--- config.mk ---
export PLATFORM = sky130hd
export DESIGN_NAME = rca_share_ctrl
export DESIGN_NICKNAME = d
export VERILOG_FILES = /design/src/rtl/rca_pkg.sv /design/src/rtl/fulladdr_32_bit.sv /design/src/rtl/rca_share_ctrl.sv
export SDC_FILE = /design/constraint.sdc
export NUM_CORES = 1
export LEC_CHECK = 0
export CAP_MARGIN = 0
export CORE_AREA = 4 4 252 254
export DETAILED_ROUTE_END_ITERATION = 8
export DIE_AREA = 0 0 256 258
export HOLD_SLACK_MARGIN = 0.05
export PLACE_DENSITY = 0.61
export SETUP_SLACK_MARGIN = 0.1
export SYNTH_ARGS = -nofsm -noshare
export SYNTH_HDL_FRONTEND = slang
export SYNTH_HIERARCHICAL = 1
export SYNTH_SLANG_ARGS = --single-unit
--- constraint.sdc ---
create_clock -name clk -period 12.09 [get_ports clk]
set_input_delay 1.209 -clock clk [delete_from_list [all_inputs] [get_ports clk]]
set_output_delay 1.209 -clock clk [all_outputs]
set_load 0.02 [all_outputs]
--- src/rtl/rca_pkg.sv ---
// Shared definitions for the shared ripple-carry adder sequencer.
package rca_pkg;

    localparam int SLICE_W   = 32;
    localparam int MAX_WORDS = 16;
    localparam int MAX_W     = SLICE_W * MAX_WORDS;

    typedef enum logic [1:0] {
        IDLE = 2'd0,
        RUN  = 2'd1,
        DONE = 2'd2
    } state_e;

    // Pick 32-bit slice number idx out of a widest-case operand vector.
    function automatic logic [SLICE_W-1:0] sliceSel(input logic [MAX_W-1:0] vec,
                                                    input int unsigned      idx);
        return vec[SLICE_W*idx +: SLICE_W];
    endfunction

endpackage

--- src/rtl/fulladdr_32_bit.sv ---
// 32-bit adder slice with carry in and carry out, shared by all requesters.
module fulladdr_32_bit (
    output logic [31:0] sum,
    output logic        c_out,
    input  logic [31:0] a,
    input  logic [31:0] b,
    input  logic        c_in
);

    assign {c_out, sum} = {1'b0, a} + {1'b0, b} + {32'd0, c_in};

endmodule

--- src/rtl/rca_share_ctrl.sv ---
// Round-robin sequencer that shares one 32-bit adder between two requesters,
// processing a WORDS-slice add one slice per cycle, least-significant first.
module rca_share_ctrl
    import rca_pkg::*;
#(
    parameter int WORDS = 4
) (
    input  logic                       clk,
    input  logic                       rst_n,
    input  logic                       req0_valid,
    output logic                       req0_ready,
    input  logic [SLICE_W*WORDS-1:0]   req0_a,
    input  logic [SLICE_W*WORDS-1:0]   req0_b,
    input  logic                       req0_cin,
    input  logic                       req1_valid,
    output logic                       req1_ready,
    input  logic [SLICE_W*WORDS-1:0]   req1_a,
    input  logic [SLICE_W*WORDS-1:0]   req1_b,
    input  logic                       req1_cin,
    output logic                       rsp_valid,
    input  logic                       rsp_ready,
    output logic                       rsp_id,
    output logic [SLICE_W*WORDS-1:0]   rsp_sum,
    output logic                       rsp_cout
);

    localparam int N     = SLICE_W * WORDS;
    localparam int IDX_W = (WORDS > 1) ? $clog2(WORDS) : 1;

    state_e             state_q;
    logic [N-1:0]       opA_q;
    logic [N-1:0]       opB_q;
    logic [N-1:0]       sum_q;
    logic [IDX_W-1:0]   idx_q;
    logic               carry_q;
    logic               id_q;
    logic               last_q;

    logic               grantId_d;
    logic               grantGo_d;
    logic [N-1:0]       selA_d;
    logic [N-1:0]       selB_d;
    logic               selCin_d;
    logic [SLICE_W-1:0] adderA;
    logic [SLICE_W-1:0] adderB;
    logic [SLICE_W-1:0] adderSum;
    logic               adderCout;

    // Grant picks the non-last requester under contention, else whichever is valid.
    always_comb begin
        grantId_d = 1'b0;
        if (req0_valid && req1_valid) begin
            grantId_d = ~last_q;
        end else if (req1_valid) begin
            grantId_d = 1'b1;
        end
        grantGo_d = rst_n && (state_q == IDLE) && (req0_valid || req1_valid);
        selA_d    = grantId_d ? req1_a   : req0_a;
        selB_d    = grantId_d ? req1_b   : req0_b;
        selCin_d  = grantId_d ? req1_cin : req0_cin;
    end

    assign req0_ready = grantGo_d && !grantId_d;
    assign req1_ready = grantGo_d &&  grantId_d;

    assign adderA = sliceSel(MAX_W'(opA_q), 32'(idx_q));
    assign adderB = sliceSel(MAX_W'(opB_q), 32'(idx_q));

    fulladdr_32_bit u_adder (
        .sum   (adderSum),
        .c_out (adderCout),
        .a     (adderA),
        .b     (adderB),
        .c_in  (carry_q)
    );

    // Control FSM plus operand capture, slice write-back and carry chaining.
    always_ff @(posedge clk or negedge rst_n) begin
        if (!rst_n) begin
            state_q <= IDLE;
            opA_q   <= '0;
            opB_q   <= '0;
            sum_q   <= '0;
            idx_q   <= '0;
            carry_q <= 1'b0;
            id_q    <= 1'b0;
            last_q  <= 1'b1;
        end else begin
            unique case (state_q)
                IDLE: begin
                    if (grantGo_d) begin
                        opA_q   <= selA_d;
                        opB_q   <= selB_d;
                        carry_q <= selCin_d;
                        id_q    <= grantId_d;
                        last_q  <= grantId_d;
                        idx_q   <= '0;
                        state_q <= RUN;
                    end
                end
                RUN: begin
                    sum_q[idx_q*SLICE_W +: SLICE_W] <= adderSum;
                    carry_q <= adderCout;
                    if (idx_q == IDX_W'(WORDS-1)) begin
                        state_q <= DONE;
                    end else begin
                        idx_q <= idx_q + 1'b1;
                    end
                end
                DONE: begin
                    if (rsp_ready) begin
                        idx_q   <= '0;
                        state_q <= IDLE;
                    end
                end
                default: state_q <= IDLE;
            endcase
        end
    end

    assign rsp_valid = (state_q == DONE);
    assign rsp_sum   = sum_q;
    assign rsp_cout  = carry_q;
    assign rsp_id    = id_q;

endmodule

==> run_results.csv, run 1 <==
group,metric,value,unit
setup_path,reg2reg_depth,13,
outcome,status,"finished, final reports clean",
synthesis,synth-edff-count,0,
floorplanning,core_area,61300,um2
layout,area_growth_syn_to_layout,41.9,%
setup_path,worstSetupPathType,"flip-flop to flip-flop",
synthesis,synthArstFlopShare,100,%
clock_network,cts_tree,"yes",
setup_path,worstSetupStartpointType,"flip-flop",
power_and_ir_drop,power_frac_seq,27.1,%
global_route,grt_max_degree,261,
sta,skew,0.0213,ns
setup_path,slowest_stage,"dfrtp_4",
synthesis,syn_area_per_cell,12.0,um2
synthesis,synth_top_cell_area_share,48.6,%
power_and_ir_drop,total_power,8.56,mW
clock_network,post_cts_resized,0,
sta,finalHoldViolCount,0,
sta,rsz0062_at_grt,"no",
floorplanning,initial_core_util,32.8,%
routing,drt_first_iter_violations,1316,
clock_network,numCtsBuffers,44,
routing,via_per_inst,5.78,
global_route,grt_overflow_total,0,
clock_network,root_buffer,"clkbuf_16",
layout,final_layout_size_suffix_gt1_share,8.17,%
setup_path,path_buf_inv,1,
synthesis,synth.distinct_cells,65,
routing,drc,0,
global_route,grt_pass1_vias,18300,
global_route,track_usage,24.6,%
layout,final_nets,2778,
floorplanning,fp.dieW,256,um
power_and_ir_drop,intPower,4.72,mW
sta,tightest_slew,1.29,ns
routing,wl,84.6,mm
power_and_ir_drop,pwr-share-clk,17.0,%
floorplanning,die_area,66000,um2
place,dp_hpwl,63.3,mm
global_route,antenna_found_initial,11,
synthesis,synth.area.top_cells,"dfrtp_1, a221o_1, a21boi_0",
sta,slew_viol_final,0,
setup_path,cp_top_family,"compound AO/OA/AOI/OAI gates",
power_and_ir_drop,p_comb_share,55.8,%
synthesis,synth_seq_cells,391,
routing,ant_nets,0,
setup_path,critPathArrivalTime,5.84,ns
place,portBuffers,651,
hold_path,min_path_cells,2,
sta,clock.fmax,187,MHz
power_and_ir_drop,ir_drop,188,uV
layout,finalCoreUtilization,46.5,%
synthesis,synth_top_area_cell,"dfrtp_1",
synthesis,synthesis.area,20100,um2
clock_network,clock_path_buffers,3,
synthesis,synth_nets,2232,
layout,num-fill-cells,5582,
setup_path,cp-end-kind,"flip-flop",
hold_path,hold_class,"flip-flop to flip-flop",
power_and_ir_drop,p_leak,11.6,nW
synthesis,postSynthCellCount,1675,
run,drv_cap,0,
global_route,grt_pass1_wl,123,mm
clock_network,cts_setup_buffers,0,
synthesis,synthFlopType,"dfrtp_1",
routing,vias,17600,
clock_network,cts.sinks,391,
sta,min_period,5.34,ns
setup_path,path_cells,"buf_4 -> mux4_2 -> fa_1 -> fa_1 -> a21o_1 -> a221oi_1 -> o21a_1 -> a21oi_1 -> a21oi_1 -> o221ai_1 -> xor2_1 -> nand2_1 -> o21ai_0",
place,place_congestion,0.862,
sta,relSlewSlack,13.7,%
synthesis,ys_warn_count,6,
setup_path,slowest_delay,0.70,ns
floorplanning,num_rows,91,
setup_path,required,12.59,ns
setup_path,cp_num_cells,13,
sta,finalCritPeriodShare,44.2,%
setup_path,cp_max_fo,41,
routing,dr.pass1.iters,5,
sta,finalSetupViolations,0,
clock_network,insertion_delay,0.58,ns
power_and_ir_drop,powerDensity,300,nW/um2
sta,fin_tns_setup,0,ns
floorplanning,io_pins,652,
clock_network,cts_hold_buf,0,
routing,wl_per_cell,27.7,um
synthesis,ys_seq_area_share,48.8,%
clock_network,htree_levels,2,
power_and_ir_drop,p_sw,3.84,mW
floorplanning,die_y,258,um
power_and_ir_drop,p_sw_share,44.9,%
clock_network,cts.reportedPaths.clkPinSlew,0.07,ns
==> sequential cells by signal, indices dropped and copies added, names as in the netlist <==
| register | count |
|---|---|
| idx_q | 2 |
| last_q | 1 |
| opA_q | 128 |
| opB_q | 128 |
| rsp_cout | 1 |
| rsp_id | 1 |
| rsp_sum | 128 |
| state_q | 2 |
==> layout make-up <==
type | count | area (um2) | area share, %
multi-input combinational | 1098 | 9370 | 32.9
clock inverter | 25 | 373 | 1.31
clock buffer | 53 | 1180 | 4.16
inverter | 11 | 41.3 | 0.145
tap | 790 | 988 | 3.47
sequential | 391 | 9790 | 34.4
timing repair buffer | 675 | 6710 | 23.6
antenna | 8 | 20.0 | 0.0703
==> placed cells by master, fill, tap and decap left out, types with 5 or more instances in the layout <==
master,Yosys,routed
a21boi_0,257,257
a21o_1,18,18
a21oi_1,39,39
a221o_1,256,256
a22o_1,65,65
a31oi_1,5,5
buf_4,52,23
bufinv_16,0,8
clkbuf_16,0,44
clkbuf_8,0,5
clkdlybuf4s50_1,0,650
clkinv_2,0,9
dfrtp_1,390,388
diode_2,0,8
ha_1,36,36
inv_1,9,9
mux4_2,64,64
nand2_1,146,146
nand3_1,6,6
nand4_1,5,5
nor2_1,16,16
o211ai_1,6,6
o21ai_0,67,67
o21ai_1,8,8
o21bai_1,5,5
xnor2_1,15,15
xor2_1,15,15
==> per-stage QoR <==
| step | instances | worst slack [ns] | cell area, um2 | hold WS (ns) |
|---|---|---|---|---|
| detailed placement | 2965 | 6.80 | 26900 | 0.470 |
| global placement | 2965 | 6.85 | 26900 | 0.460 |
| floorplan | 1675 | 7.74 | 20100 | 0.502 |
| finish | 3051 | 6.75 | 28500 | 0.479 |
| global route | 3051 | 6.54 | 28500 | 0.495 |
| CTS | 3043 | 6.77 | 28500 | 0.483 |
==> worst paths after layout <==
kind	from	end	slack (ns)
setup / recovery	idx_q[1]	rsp_sum[62]	6.75
hold / removal	rsp_sum[55]	rsp_sum[55]	0.48
min in group asynchronous	rst_n	opA_q[42]	0.55
setup reg to reg	idx_q[1]	rsp_sum[62]	6.75
hold reg to reg	rsp_sum[55]	rsp_sum[55]	0.48
max in group asynchronous	rst_n	opB_q[51]	8.46
==> power by group through the flow <==
stage / sequential [mW] / clock [mW] / combinational (mW)
2_1_floorplan: 2.29 / 0 / 2.87
3_3_place_gp: 2.32 / 0 / 4.71
3_5_place_dp: 2.33 / 0 / 4.78
4_1_cts: 2.32 / 1.49 / 4.80
5_1_grt: 2.39 / 1.54 / 5.13
6_report: 2.32 / 1.46 / 4.78
==> synth_stat cells (4+ instances only) <==
cell type    n
o21ai_1      8
buf_4       52
nand3_1      6
clkbuf_1    74
a21oi_1     39
xnor2_1     15
a31oi_1      5
o211ai_1     6
a21boi_0   257
o21ai_0     67
buf_2       48
dfrtp_1    390
and3_1       4
mux4_2      64
inv_1        9
a21o_1      18
xor2_1      15
nand2b_1     4
a22o_1      65
o31ai_1      4
ha_1        36
nand2_1    146
a221o_1    256
nand4_1      5
o21a_1       4
nor2_1      16
nor2b_1      4
o21bai_1     5
==> logic make-up (layout without fill, tap and decap cells) <==
family,count (synthesis),in the layout,share of synthesized area [%]
compound gates,752,752,30.4
xor+xnor,30,30,1.31
fa+ha+maj,38,38,2.44
buf+inv,186,764,4.75
flops,391,391,48.8
mux,67,67,7.34
other cells,0,8,0
simple gates,211,211,5.04
==> metal layers <==
| metal | GRT usage, % | vias to the layer above | share of wire, % | wire (um) |
|---|---|---|---|---|
| met1 | 31.0 | 9090 | 40 | 34100 |
| met2 | 43.1 | 700 | 51 | 43000 |
| met5 | 0 | - | 0.032 | 27 |
| met4 | 7.24 | 4 | 3.0 | 2540 |
| li1 | - | 7726 | - | - |
| met3 | 4.71 | 126 | 5.8 | 4890 |
==> worst register-to-register path: cells and delay by family, from the launching register on <==
family | cells | cell delay, ns
flops | 1 | 0.70
simple gates | 1 | 0.08
xor+xnor | 1 | 0.35
buf+inv | 1 | 0.62
compound gates | 7 | 2.01
fa+ha+maj | 2 | 0.97
mux | 1 | 0.55
(Power assumes the default switching activity.)
==> inputs of run 2 (changes only) <==
- clock period: 12.09 -> 5.4 ns (I/O delays scaled with it)
==> run 2 against run 1 <==
  * Critical endpoint is now rsp_sum[122]
  * Clock power increased by 120%
  * Clock skew increased by 0.0064 ns
  * Highest routed layer unchanged
  * Sequential cell count unchanged
  * Combinational power increased by 120%
  * First-iteration DRC count increased by 7.1%
  * Power increased by 120%
  * Critical path type unchanged
  * Maximum frequency increased by 13%
==> run_results.csv, run 2 (synthesis results as in run 1) <==
group,metric,value,unit
routing,dr.pass1.iters,5,
power_and_ir_drop,p_sw,8.71,mW
sta,tightest_slew,1.18,ns
setup_path,path_cells,"buf_4 -> mux4_2 -> fa_1 -> a21o_1 -> a221oi_1 -> o21a_1 -> a21oi_1 -> a21oi_1 -> o21bai_1 -> xor2_1 -> nand2_1 -> o21ai_0",
sta,min_period,4.74,ns
layout,final_layout_size_suffix_gt1_share,7.96,%
power_and_ir_drop,p_sw_share,45.3,%
routing,ant_nets,0,
sta,finalCritPeriodShare,87.8,%
global_route,grt_pass1_wl,126,mm
layout,layout_common_cells,"clkdlybuf4s50_1, dfrtp_1, a21boi_0, a221o_1, nand2_1",
global_route,antenna_found_initial,12,
sta,finalHoldViolCount,0,
setup_path,slowest_delay,0.66,ns
layout,multi_input_area,9370,um2
power_and_ir_drop,power_frac_seq,27.6,%
setup_path,cpMostUsedCell,"a21oi_1",
floorplanning,initial_core_util,32.8,%
floorplanning,die_area,66000,um2
clock_network,cts.reportedPaths.clkPinSlew,0.06,ns
setup_path,reg2reg_depth,12,
floorplanning,io_pins,652,
clock_network,cts.sinks,391,
place,place_congestion,0.897,
place,place_ws,0.648,ns
layout,layout_commonest_cell,"clkdlybuf4s50_1",
global_route,track_usage,25.3,%
layout,final_nets,2781,
place,portBuffers,651,
clock_network,htree_levels,2,
layout,ff_latch_area,9790,um2
power_and_ir_drop,ir_drop,342,uV
setup_path,critPathArrivalTime,5.26,ns
floorplanning,die_y,258,um
routing,drt_first_iter_violations,1409,
clock_network,insertion_delay,0.60,ns
hold_path,hold_class,"input pin to async pin",
global_route,grt_overflow_total,0,
power_and_ir_drop,intPower,10.5,mW
power_and_ir_drop,p_comb_share,55.6,%
setup_path,rr_startpoint,"idx_q[0]",
setup_path,worstSetupPathType,"flip-flop to flip-flop",
clock_network,cts_tree,"yes",
sta,skew,0.0278,ns
setup_path,cp-startpoint,"idx_q[0]",
clock_network,clock_path_buffers,3,
routing,wl,87.5,mm
clock_network,numCtsBuffers,46,
sta,rsz0062_at_grt,"no",
sta,fin_tns_setup,0,ns
setup_path,worstSetupStartpointType,"flip-flop",
sta,clock.fmax,211,MHz
floorplanning,fp.dieW,256,um
layout,area_growth_syn_to_layout,42.2,%
setup_path,slowest_stage,"dfrtp_4",
sta,setup_ws,0.661,ns
power_and_ir_drop,pwr-share-clk,16.8,%
setup_path,cp_max_fo,23,
outcome,status,"finished, final reports clean",
run,drv_cap,0,
routing,wl_per_cell,28.6,um
sta,slew_viol_final,0,
floorplanning,num_rows,91,
floorplanning,core_area,61300,um2
global_route,grt_pass1_vias,18200,
power_and_ir_drop,powerDensity,674,nW/um2
power_and_ir_drop,p_leak,11.6,nW
sta,finalSetupViolations,0,
routing,via_per_inst,5.79,
setup_path,required,5.92,ns
clock_network,root_buffer,"clkbuf_16",
setup_path,cp-end-kind,"flip-flop",
routing,vias,17700,
clock_network,post_cts_resized,0,
layout,num-fill-cells,5625,
place,dp_hpwl,65.1,mm
global_route,grt_max_degree,260,
routing,drc,0,
sta,relSlewSlack,21.2,%
## run 2: final timing paths
kind,to,slack [ns]
max,rsp_sum[122],0.66
min,opA_q[41],0.47
max reg2reg,rsp_sum[122],0.66
min reg2reg,rsp_sum[57],0.48
max in group asynchronous,opB_q[59],2.72
min in group clk,rsp_sum[57],0.48
## run 2: area by class of cell
class,count,area share (%)
Sequential cell,391,34.3
Multi-Input combinational cell,1098,32.8
Timing Repair Buffer,676,23.7
Clock buffer,70,4.63
Tap cell,790,3.46
Clock inverter,16,0.807
Inverter,11,0.145
Antenna cell,10,0.0877
## run 2: power by group through the flow
stage          sequential (mW)  combinational, mW  clock [mW]
3_5_place_dp              5.33               10.6           0
5_1_grt                   5.42               11.4        3.42
6_report                  5.30               10.7        3.23
3_3_place_gp              5.32               10.5           0
4_1_cts                   5.30               10.7        3.29
2_1_floorplan             5.13               6.43           0
## run 2: through the flow
| step | std cells | power [mW] | instance area (um2) | util [%] | hold slack [ns] |
|---|---|---|---|---|---|
| after floorplan | 1675 | 11.6 | 20100 | - | 0.244 |
| after global placement | 2965 | 15.9 | 27000 | 44.0 | 0.463 |
| after detailed placement | 2965 | 16.0 | 27000 | 44.0 | 0.470 |
| after CTS | 3052 | 19.3 | 28500 | 46.6 | 0.464 |
| after global routing | 3061 | 20.3 | 28500 | 46.6 | 0.499 |
| final | 3062 | 19.2 | 28500 | 46.6 | 0.466 |
## run 2: timing repair
item | 4_1_cts | 5_1_grt
setup buffers | 0 | 0
endpoints found under the hold margin | 53 | 0
hold buffers | 1 | 0
## run 2: per-layer routing
layer	track usage, %	wire [um]
met5	0	46
met4	7.97	3000
met3	4.44	5000
met2	43.7	44200
met1	32.5	35300
## run 2: critical path: cells and delay by family, from the launching register on
| kind | cells | cell delay, ns |
|---|---|---|
| xor+xnor | 1 | 0.35 |
| fa+ha+maj | 1 | 0.47 |
| mux | 1 | 0.63 |
| buf+inv | 1 | 0.48 |
| simple gates | 1 | 0.10 |
| compound gates | 7 | 1.97 |
| flops | 1 | 0.66 |
==> inputs of run 3 (changes only) <==
- ABC_AREA: default -> 0
- CORE_AREA: 4 4 252 254 -> default
- CORE_ASPECT_RATIO: default -> 1.2
- CORE_MARGIN: default -> 8
- CORE_UTILIZATION: default -> 35
- DIE_AREA: 0 0 256 258 -> default
- PLACE_DENSITY: 0.61 -> 0.65
==> run 3 against run 2 <==
  * The flow now finishes with violations (slew limit)
  * Worst setup slack worse by 0.20 ns
  * Power about the same
  * Hold slack better by 0.0094 ns
  * Cell count down 1.6%
  * Count of clock-buffer cells in the layout down 12
  * Sequential share of layout area about the same
  * First-iteration DRC count up 13%
  * Clock skew down 0.0043 ns
  * Non-clock buffer count down 2
==> run_results.csv, run 3 (synthesis results as in run 1) <==
group,metric,value,unit
outcome,status,"complete, but fails checks",
outcome,violations,"slew limit",
setup_path,worstSetupStartpointType,"flip-flop",
sta,rsz0062_at_grt,"no",
clock_network,cts_hold_buf,1,
floorplanning,core_area,56900,um2
floorplanning,io_pins,652,
routing,vias,17700,
routing,dr.pass1.iters,5,
routing,drc,0,
routing,wl_per_cell,28.7,um
routing,via_per_inst,5.88,
global_route,grt_overflow_total,0,
global_route,grt_pass1_wl,126,mm
power_and_ir_drop,intPower,10.7,mW
sta,finalHoldViolCount,0,
setup_path,required,5.89,ns
place,dp_hpwl,64.9,mm
sta,clock.fmax,203,MHz
clock_network,root_buffer,"clkbuf_16",
sta,fin_tns_setup,0,ns
clock_network,htree_levels,2,
power_and_ir_drop,p_sw,8.51,mW
power_and_ir_drop,pwr-share-clk,17.8,%
sta,min_period,4.93,ns
global_route,antenna_found_initial,25,
floorplanning,num_rows,96,
setup_path,cp_top_family,"compound AO/OA/AOI/OAI gates",
setup_path,worstSetupPathType,"flip-flop to flip-flop",
setup_path,path_buf_inv,0,
routing,drt_first_iter_violations,1586,
layout,area_growth_syn_to_layout,42.3,%
run,drv_cap,0,
setup_path,path_cells,"mux4_2 -> fa_1 -> fa_1 -> a21o_1 -> a221oi_1 -> o21a_1 -> a21oi_1 -> a21oi_1 -> o221ai_1 -> xor2_1 -> nand2_1 -> o21ai_0",
setup_path,cp-end-kind,"flip-flop",
setup_path,slowest_delay,0.84,ns
sta,tightest_slew,1.56,ns
clock_network,insertion_delay,0.58,ns
floorplanning,die_y,278,um
sta,finalSetupViolations,0,
clock_network,cts_setup_buffers,0,
clock_network,numCtsBuffers,44,
power_and_ir_drop,powerDensity,674,nW/um2
floorplanning,fp.dieW,235,um
floorplanning,initial_core_util,35.3,%
layout,finalCoreUtilization,50.2,%
sta,finalCritPeriodShare,91.4,%
place,place_congestion,0.856,
power_and_ir_drop,p_sw_share,44.2,%
power_and_ir_drop,power_frac_seq,27.6,%
global_route,grt_max_degree,261,
setup_path,slowest_stage,"dfrtp_4",
layout,final_layout_size_suffix_gt1_share,8.03,%
routing,wl,86.5,mm
layout,final_nets,2777,
clock_network,clock_path_buffers,3,
global_route,track_usage,25.2,%
clock_network,cts.reportedPaths.clkPinSlew,0.06,ns
setup_path,cp_max_fo,31,
power_and_ir_drop,ir_drop,385,uV
sta,relSlewSlack,-3.94,%
layout,layout_common_cells,"clkdlybuf4s50_1, dfrtp_1, a21boi_0, a221o_1, nand2_1",
global_route,grt_pass1_vias,18600,
sta,skew,0.0234,ns
routing,ant_nets,0,
layout,layout_commonest_cell,"clkdlybuf4s50_1",
sta,slew_viol_final,67,
power_and_ir_drop,p_leak,11.7,nW
place,portBuffers,651,
power_and_ir_drop,p_comb_share,54.6,%
setup_path,critPathArrivalTime,5.42,ns
clock_network,cts.sinks,391,
floorplanning,die_area,65300,um2
clock_network,cts_tree,"yes",
clock_network,post_cts_resized,0,
hold_path,hold_class,"input pin to async pin",
==> run 3: through the flow <==
step / power (mW) / cells / area, um2 / setup WS [ns] / hold WS (ns)
after floorplan: 11.6 / 1675 / 20100 / 1.05 / 0.244
after global placement: 15.6 / 2908 / 26900 / 0.687 / 0.462
after detailed placement: 15.8 / 2908 / 26900 / 0.563 / 0.470
after CTS: 19.3 / 2990 / 28500 / 0.524 / 0.483
after global routing: 20.3 / 3009 / 28600 / 0.235 / 0.510
final: 19.2 / 3012 / 28600 / 0.466 / 0.476
==> run 3: power groups by stage <==
stage	clock (mW)	sequential, mW	combinational, mW
after global placement	0	5.33	10.3
after global routing	3.58	5.44	11.3
after detailed placement	0	5.34	10.5
after floorplan	0	5.13	6.43
final	3.42	5.32	10.5
after CTS	3.47	5.31	10.5
==> run 3: layout make-up <==
class                           instances  area [um2]
Tap cell                              735         920
Clock buffer                           58        1210
Antenna cell                           22        55.1
Timing Repair Buffer                  674        6750
Clock inverter                         23         424
Sequential cell                       391        9790
Multi-Input combinational cell       1098        9370
Fill cell                            5058       28400
Inverter                               11        41.3
==> run 3: path summary, 6_finish.rpt <==
| kind | from | to | slack, ns | cells past startpoint |
|---|---|---|---|---|
| worst min register to register | rsp_sum[96] | rsp_sum[96] | 0.48 | 2 |
| worst max register to register | idx_q[0] | rsp_sum[62] | 0.47 | 12 |
| max in group asynchronous | rst_n | rsp_sum[32] | 2.64 | 4 |
| worst max-delay path | idx_q[0] | rsp_sum[62] | 0.47 | 12 |
| worst min-delay path | rst_n | opB_q[73] | 0.48 | 2 |
| min in group clk | rsp_sum[96] | rsp_sum[96] | 0.48 | 2 |
==> run 3: per-layer routing <==
layer	wire, um	global-route usage [%]
met4	3170	10.1
met5	41	0
met2	43400	43.0
met1	34200	30.6
met3	5750	6.06
